===== src/rtl/cpu_ctrl_pkg.sv =====
// Shared control-path definitions: FSM state type, default data width and
// an elaboration-time ceil(log2) helper.
package cpu_ctrl_pkg;

    localparam int unsigned DEFAULT_DATA_W = 16;

    typedef enum logic [1:0] {
        ST_IDLE  = 2'd0,
        ST_WRITE = 2'd1,
        ST_CHECK = 2'd2
    } state_t;

    function automatic int unsigned clog2(input int unsigned n);
        int unsigned r;
        r = 0;
        for (int unsigned i = 0; i < 32; i++)
            if ((32'd1 << i) < n) r = i + 1;
        return r;
    endfunction

endpackage


===== src/rtl/rr_priority_sel.sv =====
// Combinational round-robin selector: first set req bit after position last,
// wrapping modulo NUM_REQ.
module rr_priority_sel
    import cpu_ctrl_pkg::*;
#(
    parameter  int unsigned NUM_REQ = 4,
    localparam int unsigned IDX_W   = clog2(NUM_REQ)
) (
    input  logic [NUM_REQ-1:0] req,
    input  logic [IDX_W-1:0]   last,
    output logic [NUM_REQ-1:0] sel,
    output logic [IDX_W-1:0]   idx,
    output logic               any_req
);

    assign any_req = |req;

    always_comb begin
        int unsigned w_pos;
        logic        w_found;
        sel     = '0;
        idx     = '0;
        w_pos   = 0;
        w_found = 1'b0;
        for (int unsigned k = 1; k <= NUM_REQ; k++) begin
            w_pos = (32'(last) + k) % NUM_REQ;
            if (!w_found && req[w_pos[IDX_W-1:0]]) begin
                w_found                 = 1'b1;
                sel[w_pos[IDX_W-1:0]]   = 1'b1;
                idx                     = w_pos[IDX_W-1:0];
            end
        end
    end

endmodule


===== src/rtl/reg_write_arbiter.sv =====
// Round-robin arbiter sharing one register write port among NUM_REQ
// requesters, with one-cycle write, readback verify and acknowledge.
module reg_write_arbiter
    import cpu_ctrl_pkg::*;
#(
    parameter int unsigned NUM_REQ  = 4,
    parameter int unsigned DATA_W   = DEFAULT_DATA_W,
    parameter int unsigned ERRCNT_W = 8
) (
    input  logic                      clk,
    input  logic                      rst_n,
    input  logic [NUM_REQ-1:0]        req,
    input  logic [NUM_REQ*DATA_W-1:0] req_data,
    output logic [NUM_REQ-1:0]        ack,
    output logic                      ack_err,
    output logic                      busy,
    output logic                      reg_enable,
    output logic [DATA_W-1:0]         reg_data_in,
    input  logic [DATA_W-1:0]         reg_data_out,
    output logic [ERRCNT_W-1:0]       err_count
);

    localparam int unsigned IDX_W = clog2(NUM_REQ);

    state_t               r_state;
    logic [IDX_W-1:0]     r_last;
    logic [NUM_REQ-1:0]   r_gsel;
    logic [NUM_REQ-1:0]   w_sel;
    logic [IDX_W-1:0]     w_idx;
    logic                 w_any;
    logic                 w_mismatch;

    rr_priority_sel #(
        .NUM_REQ (NUM_REQ)
    ) u_sel (
        .req     (req),
        .last    (r_last),
        .sel     (w_sel),
        .idx     (w_idx),
        .any_req (w_any)
    );

    // reg_data_in doubles as the captured write data (wdata) for the readback compare
    assign w_mismatch = (reg_data_out != reg_data_in);

    always_ff @(posedge clk or negedge rst_n) begin
        if (!rst_n) begin
            r_state     <= ST_IDLE;
            r_last      <= IDX_W'(NUM_REQ - 1);
            r_gsel      <= '0;
            ack         <= '0;
            ack_err     <= 1'b0;
            busy        <= 1'b0;
            reg_enable  <= 1'b0;
            reg_data_in <= '0;
            err_count   <= '0;
        end else begin
            ack        <= '0;
            ack_err    <= 1'b0;
            reg_enable <= 1'b0;
            unique case (r_state)
                ST_IDLE: begin
                    if (w_any) begin
                        r_gsel      <= w_sel;
                        r_last      <= w_idx;
                        reg_data_in <= req_data[w_idx*DATA_W +: DATA_W];
                        reg_enable  <= 1'b1;
                        busy        <= 1'b1;
                        r_state     <= ST_WRITE;
                    end
                end
                ST_WRITE: begin
                    r_state <= ST_CHECK;
                end
                // Ack is registered on leaving CHECK so ack_err reflects the readback seen during CHECK
                ST_CHECK: begin
                    ack     <= r_gsel;
                    ack_err <= w_mismatch;
                    if (w_mismatch && (err_count != '1))
                        err_count <= err_count + ERRCNT_W'(1);
                    busy    <= 1'b0;
                    r_state <= ST_IDLE;
                end
                default: begin
                    busy    <= 1'b0;
                    r_state <= ST_IDLE;
                end
            endcase
        end
    end

endmodule

===== config.mk =====
export PLATFORM = sky130hd
export DESIGN_NAME = reg_write_arbiter
export DESIGN_NICKNAME = d
export VERILOG_FILES = /design/src/rtl/cpu_ctrl_pkg.sv /design/src/rtl/rr_priority_sel.sv /design/src/rtl/reg_write_arbiter.sv
export SDC_FILE = /design/constraint.sdc
export NUM_CORES = 1
export LEC_CHECK = 0
export BUFFER_PORTS_ARGS = -buffer_cell sky130_fd_sc_hd__buf_2
export CORE_AREA = 3 3 87 72
export CTS_CLUSTER_DIAMETER = 60
export DETAILED_ROUTE_END_ITERATION = 8
export DIE_AREA = 0 0 90 75
export HOLD_SLACK_MARGIN = 0.08
export PLACE_DENSITY = 0.78
export SLEW_MARGIN = 20
export SYNTH_ARGS = -nofsm -noshare
export SYNTH_HDL_FRONTEND = slang
export SYNTH_SLANG_ARGS = --single-unit

===== constraint.sdc =====
create_clock -name clk -period 3.75 [get_ports clk]
set_input_delay 0.1875 -clock clk [delete_from_list [all_inputs] [get_ports clk]]
set_output_delay 0.1875 -clock clk [all_outputs]
set_load 0.05 [all_outputs]

# Yosys cells after proc, flatten, opt, wreduce, memory -nomap -nowiden
# Cells that the tools add are included.
word_totals:
  ff_bits: 39
  output_inout_bits: 31
  elab_cells: 83
classes:
  addsub: 5
  magnitude_cmp: 8
  n_eq_ne: 5
  shift: 1
  mux: 35
  n_bitwise: 4
  reduce_logical: 16
op_table:
  columns: ["operator", "count"]
  rows:
  - ["64-bit by 7-bit indexed part select with 16-bit output", 1]
  - ["4-bit two-way mux", 5]
  - ["16-bit inequality test", 1]
  - ["1-bit two-way mux", 15]
  - ["2-bit by 3-bit less-than comparator with 1-bit output, second input constant", 4]
  - ["4-bit bitwise OR", 3]
  - ["2-bit two-way mux", 5]
  - ["8-bit by 1-bit adder with 8-bit output, second input constant", 1]
  - ["1-bit binary-select mux with 2-bit select", 4]
  - ["1-bit demux with 2-bit select", 4]
  - ["2-bit by 1-bit greater-or-equal comparator with 1-bit output, second input constant", 4]
  - ["1-bit logical AND", 8]
  - ["8-bit inequality test, second input constant", 1]
  - ["2-bit AND reduction", 3]
  - ["2-bit by 1-bit adder with 2-bit output, second input constant", 2]
  - ["2-bit adder, second input constant", 2]
  - ["2-bit one-hot mux with 2 select lines", 1]
  - ["4-bit OR reduction", 1]
  - ["1-bit zero test", 3]
  - ["2-bit by 1-bit == test with 1-bit output, second input constant", 1]
  - ["2-bit == test, second input constant", 1]
  - ["2-bit zero test", 1]
  - ["2-bit by 1-bit inequality test with 1-bit output, second input constant", 1]
  - ["1-bit one-hot mux with 2 select lines", 1]
  - ["1-bit inverter", 1]

# Depth between registers and ports, before layout
logic_depth:
  ltp_word: 14
  ltp_mapped: 13

# By module
# Synthesis repeated with hierarchy kept, for this count alone.
unflattened:
  hier_cells: 226
  area_unflattened_um2: 2820.2
by_module_without_submodules:
  columns: ["mod", "instances", "cells_per_inst", "area_per_inst_um2", "seq_area_each_um2"]
  rows:
  - ["reg_write_arbiter", 1, 144, 2189.6, 978.4]
  - ["rr_priority_sel", 1, 82, 630.6, 0.0]

# Least setup slack after synthesis
# OpenSTA, ideal clock, no wires.
synth_timing:
  path_kind: "flip-flop to flip-flop"
  start: "reg r_last[0]"
  end: "reg reg_data_in[0]"
  setup_time_ns: 0.138
  t_arrival_ns: 2.714
  required_time_ns: 3.612
  slack_ns: 0.898
  stages_incl_launch_ff: 12
  n_path_buf: 4
  period_less_slack_ns: 2.852
  path_cell_list: "dfstp_2 buf_6 inv_1 ha_1 bufbuf_16 mux4_2 or3_1 a31oi_1 or2_1 buf_6 buf_6 o221ai_1"
synth_via:
  elab_chain_cells: 14
  elab_cells_between_ends: 26
synth_rtl:
  columns: ["item", "line", "source"]
  rows:
  - ["start, declared", "reg_write_arbiter.sv:26", "logic [IDX_W-1:0] r_last;"]
  - ["start signal, assigned", "reg_write_arbiter.sv:49", "r_last <= IDX_W'(NUM_REQ - 1);"]
  - ["start signal, assigned", "reg_write_arbiter.sv:65", "r_last <= w_idx;"]
  - ["2-bit by 1-bit adder with 2-bit output", "rr_priority_sel.sv:26", "w_pos = (32'(last) + k) % NUM_REQ;"]
  - ["1-bit binary-select mux with 2-bit select", "rr_priority_sel.sv:27", "if (!w_found && req[w_pos[IDX_W-1:0]]) begin"]
  - ["1-bit two-way mux (not written as such)", "rr_priority_sel.sv:27", null]
  - ["1-bit two-way mux", "rr_priority_sel.sv:27", null]
  - ["1-bit zero test", "rr_priority_sel.sv:27", null]
  - ["1-bit logical AND", "rr_priority_sel.sv:27", null]
  - ["1-bit two-way mux", "rr_priority_sel.sv:27", null]
  - ["1-bit zero test", "rr_priority_sel.sv:27", null]
  - ["1-bit logical AND", "rr_priority_sel.sv:27", null]
  - ["1-bit two-way mux", "rr_priority_sel.sv:27", null]
  - ["1-bit zero test", "rr_priority_sel.sv:27", null]
  - ["1-bit logical AND", "rr_priority_sel.sv:27", null]
  - ["2-bit two-way mux *", "rr_priority_sel.sv:27", null]
  - ["64-bit by 7-bit indexed part select with 16-bit output *", "reg_write_arbiter.sv:66", "reg_data_in <= req_data[w_idx*DATA_W +: DATA_W];"]
  - ["end signal, assigned", "reg_write_arbiter.sv:66", null]
  - ["end, declared", "reg_write_arbiter.sv:18", "output logic [DATA_W-1:0] reg_data_in,"]
# Every way passes the cells marked *; elsewhere a longest branch is shown, timed or not. The select of a mux whose other input is x is not followed.
# A chain may end at the register's enable or synchronous reset.

# Worst setup path after layout
layout_timing:
  start: "reg r_last[0]"
  end: "reg reg_data_in[3]"
# Same word-level chain as after synthesis.

==> results.json <==
{
  "outcome": "finished clean",
  "finalHoldViolations": 0,
  "ir_worst_vdd_uv": 555,
  "wl_per_cell_um": 15.2,
  "areaGrowthSynthToFinish_pct": 25.3,
  "r2r-end": "reg_data_in[3]",
  "fin_tns_setup_ns": 0,
  "ys_types": 42,
  "grt_pass1_vias": 2195,
  "yosys.area.top_type": "dfrtp_1",
  "ios": 117,
  "setup_viol": 0,
  "comb_power_share_pct": 66.1,
  "leakage_nw": 1.65,
  "worstRegToRegCells": 7,
  "design_area_sq_um": 3200,
  "clock.fmax_mhz": 295,
  "place_inst": 417,
  "final_common_cell": "buf_2",
  "clockBufferDepth": 2,
  "maxSlewHeadroom_pct": 35.3,
  "dieArea_sq_um": 6750,
  "place_congestion": 0.818,
  "syn_area_per_cell_sq_um": 10.9,
  "via_count": 2244,
  "nNetsFinal": 442,
  "cp-end-kind": "flip-flop",
  "synthCells": 234,
  "cp_num_cells": 7,
  "fin_util_pct": 58.6,
  "place_area_sq_um": 3110,
  "crit_chain": "inv_1 > ha_1 > mux4_2 > or3_1 > a31oi_1 > or2_1 > o221ai_1",
  "worst_pin_slew_ns": 0.963,
  "grt_pass1_wl_mm": 10.3,
  "reg2reg_from": "r_last[0]",
  "finalPower_mw": 3.21,
  "holdCritStartpoint": "req_data[51]",
  "antenna_left": 0,
  "synth-seq-cells": 39,
  "critPathRequiredTime_ns": 3.89,
  "finalHoldWorstSlack_ns": 0.198,
  "clk_pin_slew_ns": 0.08,
  "antennaDiodeCount": 0,
  "clockRootBuffer": "clkbuf_8",
  "dieWidth_um": 90,
  "grtUsageTotal_pct": 19.2,
  "cp_max_fo": 17,
  "fp-row-count": 24,
  "rrSetupSlack_ns": 0.36,
  "cts.repair.resized": 0,
  "htree_levels": 2,
  "cp_num_buf_inv": 1,
  "hpwlAfterDp_mm": 5.06,
  "instances_no_fill": 426,
  "synth-main-ff-cell": "dfrtp_1",
  "final_max_slew_viol_count": 0,
  "antenna_found_initial": 0,
  "fin_worst_skew_ns": 0.00512,
  "insertion_delay_ns": 0.30,
  "synth_top_area_share_pct": 36.2,
  "crit_arrival_ns": 3.53,
  "p_int_mw": 1.55,
  "syn-cell-area_sq_um": 2550,
  "critPathKind": "flip-flop to flip-flop",
  "syn_nets": 329,
  "io_buffer_count": 116,
  "cts_tree": "built",
  "switching_power_mw": 1.66,
  "synth_edf_count": 0,
  "overflow": 0,
  "async_flop_share_pct": 100,
  "worst_slack_ns": 0.360,
  "vias_per_cell": 5.27,
  "hold_depth": 3,
  "slowest_delay_ns": 0.74,
  "switching_share_pct": 51.6,
  "firstDrtPassIters": 4,
  "core_sq_um": 5470,
  "whs_endpoint": "reg_data_in[3]",
  "power_frac_clock_pct": 8.8,
  "fin_crit_ns": 3.39,
  "synth.area.top_cells": "dfrtp_1 36%, mux2i_1 16%, xnor2_1 7.9%, o221ai_1 5.1%, ha_1 4.4%",
  "grt_max_degree": 40,
  "dp_slack_ns": 0.344,
  "ys_seq_area_share_pct": 38.3,
  "seq_power_share_pct": 25.0,
  "wl_mm": 6.48,
  "cpMaxStageDelayCell": "dfstp_2",
  "rsz0062_at_grt": "false",
  "ys_warn_count": 0,
  "drive_gt1_share_pct": 39.9,
  "clock_sinks": 39,
  "drv_cap": 0,
  "drt_iter0_drc": 73,
  "finalCritPeriodShare_pct": 90.4,
  "die_y_um": 75,
  "min_path_type": "input pin to flip-flop",
  "cp_top_family": "simple AND/OR/NAND/NOR gates",
  "drc": 0,
  "layout_common_cells": "116 x buf_2, 40 x mux2i_1, 37 x dfrtp_1, 28 x nand2_1, 23 x xnor2_1",
  "cp-start-kind": "flip-flop",
  "initial_utilization_pct": 46.7,
  "power_density_nw_per_um2": 1000,
  "numCtsBuffers": 5
}
==> cell type report <==
cell class	count	area, sq um
flip-flops and latches	39	978
well taps	78	97.6
repair buffers	120	626
inverters	6	22.5
multi-input cells	175	1390
clock buffers	6	72.6
fillers	517	2260
clock inverters	2	12.5
==> worst register-to-register path: stages, from the launching register on <==
cell      delay, ns
dfstp_2        0.74
inv_1          0.19
ha_1           0.47
mux4_2         0.41
or3_1          0.37
a31oi_1        0.26
or2_1          0.57
o221ai_1       0.24
==> per-layer routing <==
layer | up-vias | routed length, um | global-route usage (%) | share of wire, %
li1 | 1074 | - | - | -
met1 | 1064 | 2750 | 23.8 | 42
met2 | 91 | 3170 | 32.3 | 49
met3 | 15 | 423 | 5.49 | 6.5
met4 | 0 | 136 | 8.32 | 2.1
met5 | - | 0 | 0 | 0
==> cells in the mapped netlist, types with 2 or more instances <==
master,count
nor4_1,2
mux2i_1,40
inv_1,6
and2_1,4
nand3_1,4
dfrtp_1,37
a21oi_1,5
dfstp_2,2
nor2b_1,2
nor2_1,2
and3_1,3
o221ai_1,15
clkbuf_8,2
nand4_1,7
ha_1,9
o21ai_0,7
a221oi_1,4
clkbuf_1,2
nand2_1,28
mux2_2,2
xnor2_1,23
buf_6,8
==> power groups by stage <==
stage / clock network (mW) / logic, mW / registers, mW
2_1_floorplan: 0 / 1.45 / 1.22
5_1_grt: 0.316 / 2.29 / 0.833
6_report: 0.284 / 2.12 / 0.803
3_5_place_dp: 0 / 2.14 / 0.808
4_1_cts: 0.289 / 2.14 / 0.802
3_3_place_gp: 0 / 2.07 / 0.805
==> repair_timing <==
item,CTS,global route
setup endpoints to repair,0,0
hold endpoints to repair,37,0
hold buffers,1,0
buffers inserted,0,0
==> state kept, by name (all words and copies together), names as in the netlist <==
register and flops:
ack 4, ack_err 1, busy 1, err_count 8
r_gsel 4, r_last 2, r_state 2, reg_data_in 16
reg_enable 1
==> worst max-delay path by stage <==
stage | from | endpoint | slack (ns)
5_1_grt | r_last[0] | reg_data_in[0] | 0.14
6_report | r_last[0] | reg_data_in[3] | 0.36
2_1_floorplan | r_last[0] | reg_data_in[0] | 0.90
4_1_cts | r_last[0] | reg_data_in[3] | 0.36
3_5_place_dp | r_last[0] | reg_data_in[3] | 0.34
3_3_place_gp | r_last[0] | reg_data_in[3] | 0.54
==> kinds of logic (layout without fill, tap and decap cells) <==
kind of cell    Yosys count  after routing  share of synthesized area [%]
compound gates           38             38                           11.4
flops                    39             39                           38.3
xor+xnor                 24             24                           8.23
simple gates             60             60                           11.9
mux                      44             44                           18.5
fa+ha+maj                 9              9                           4.41
buf+inv                  20            134                           7.25
Note: power is estimated with default switching activity, not from simulation.
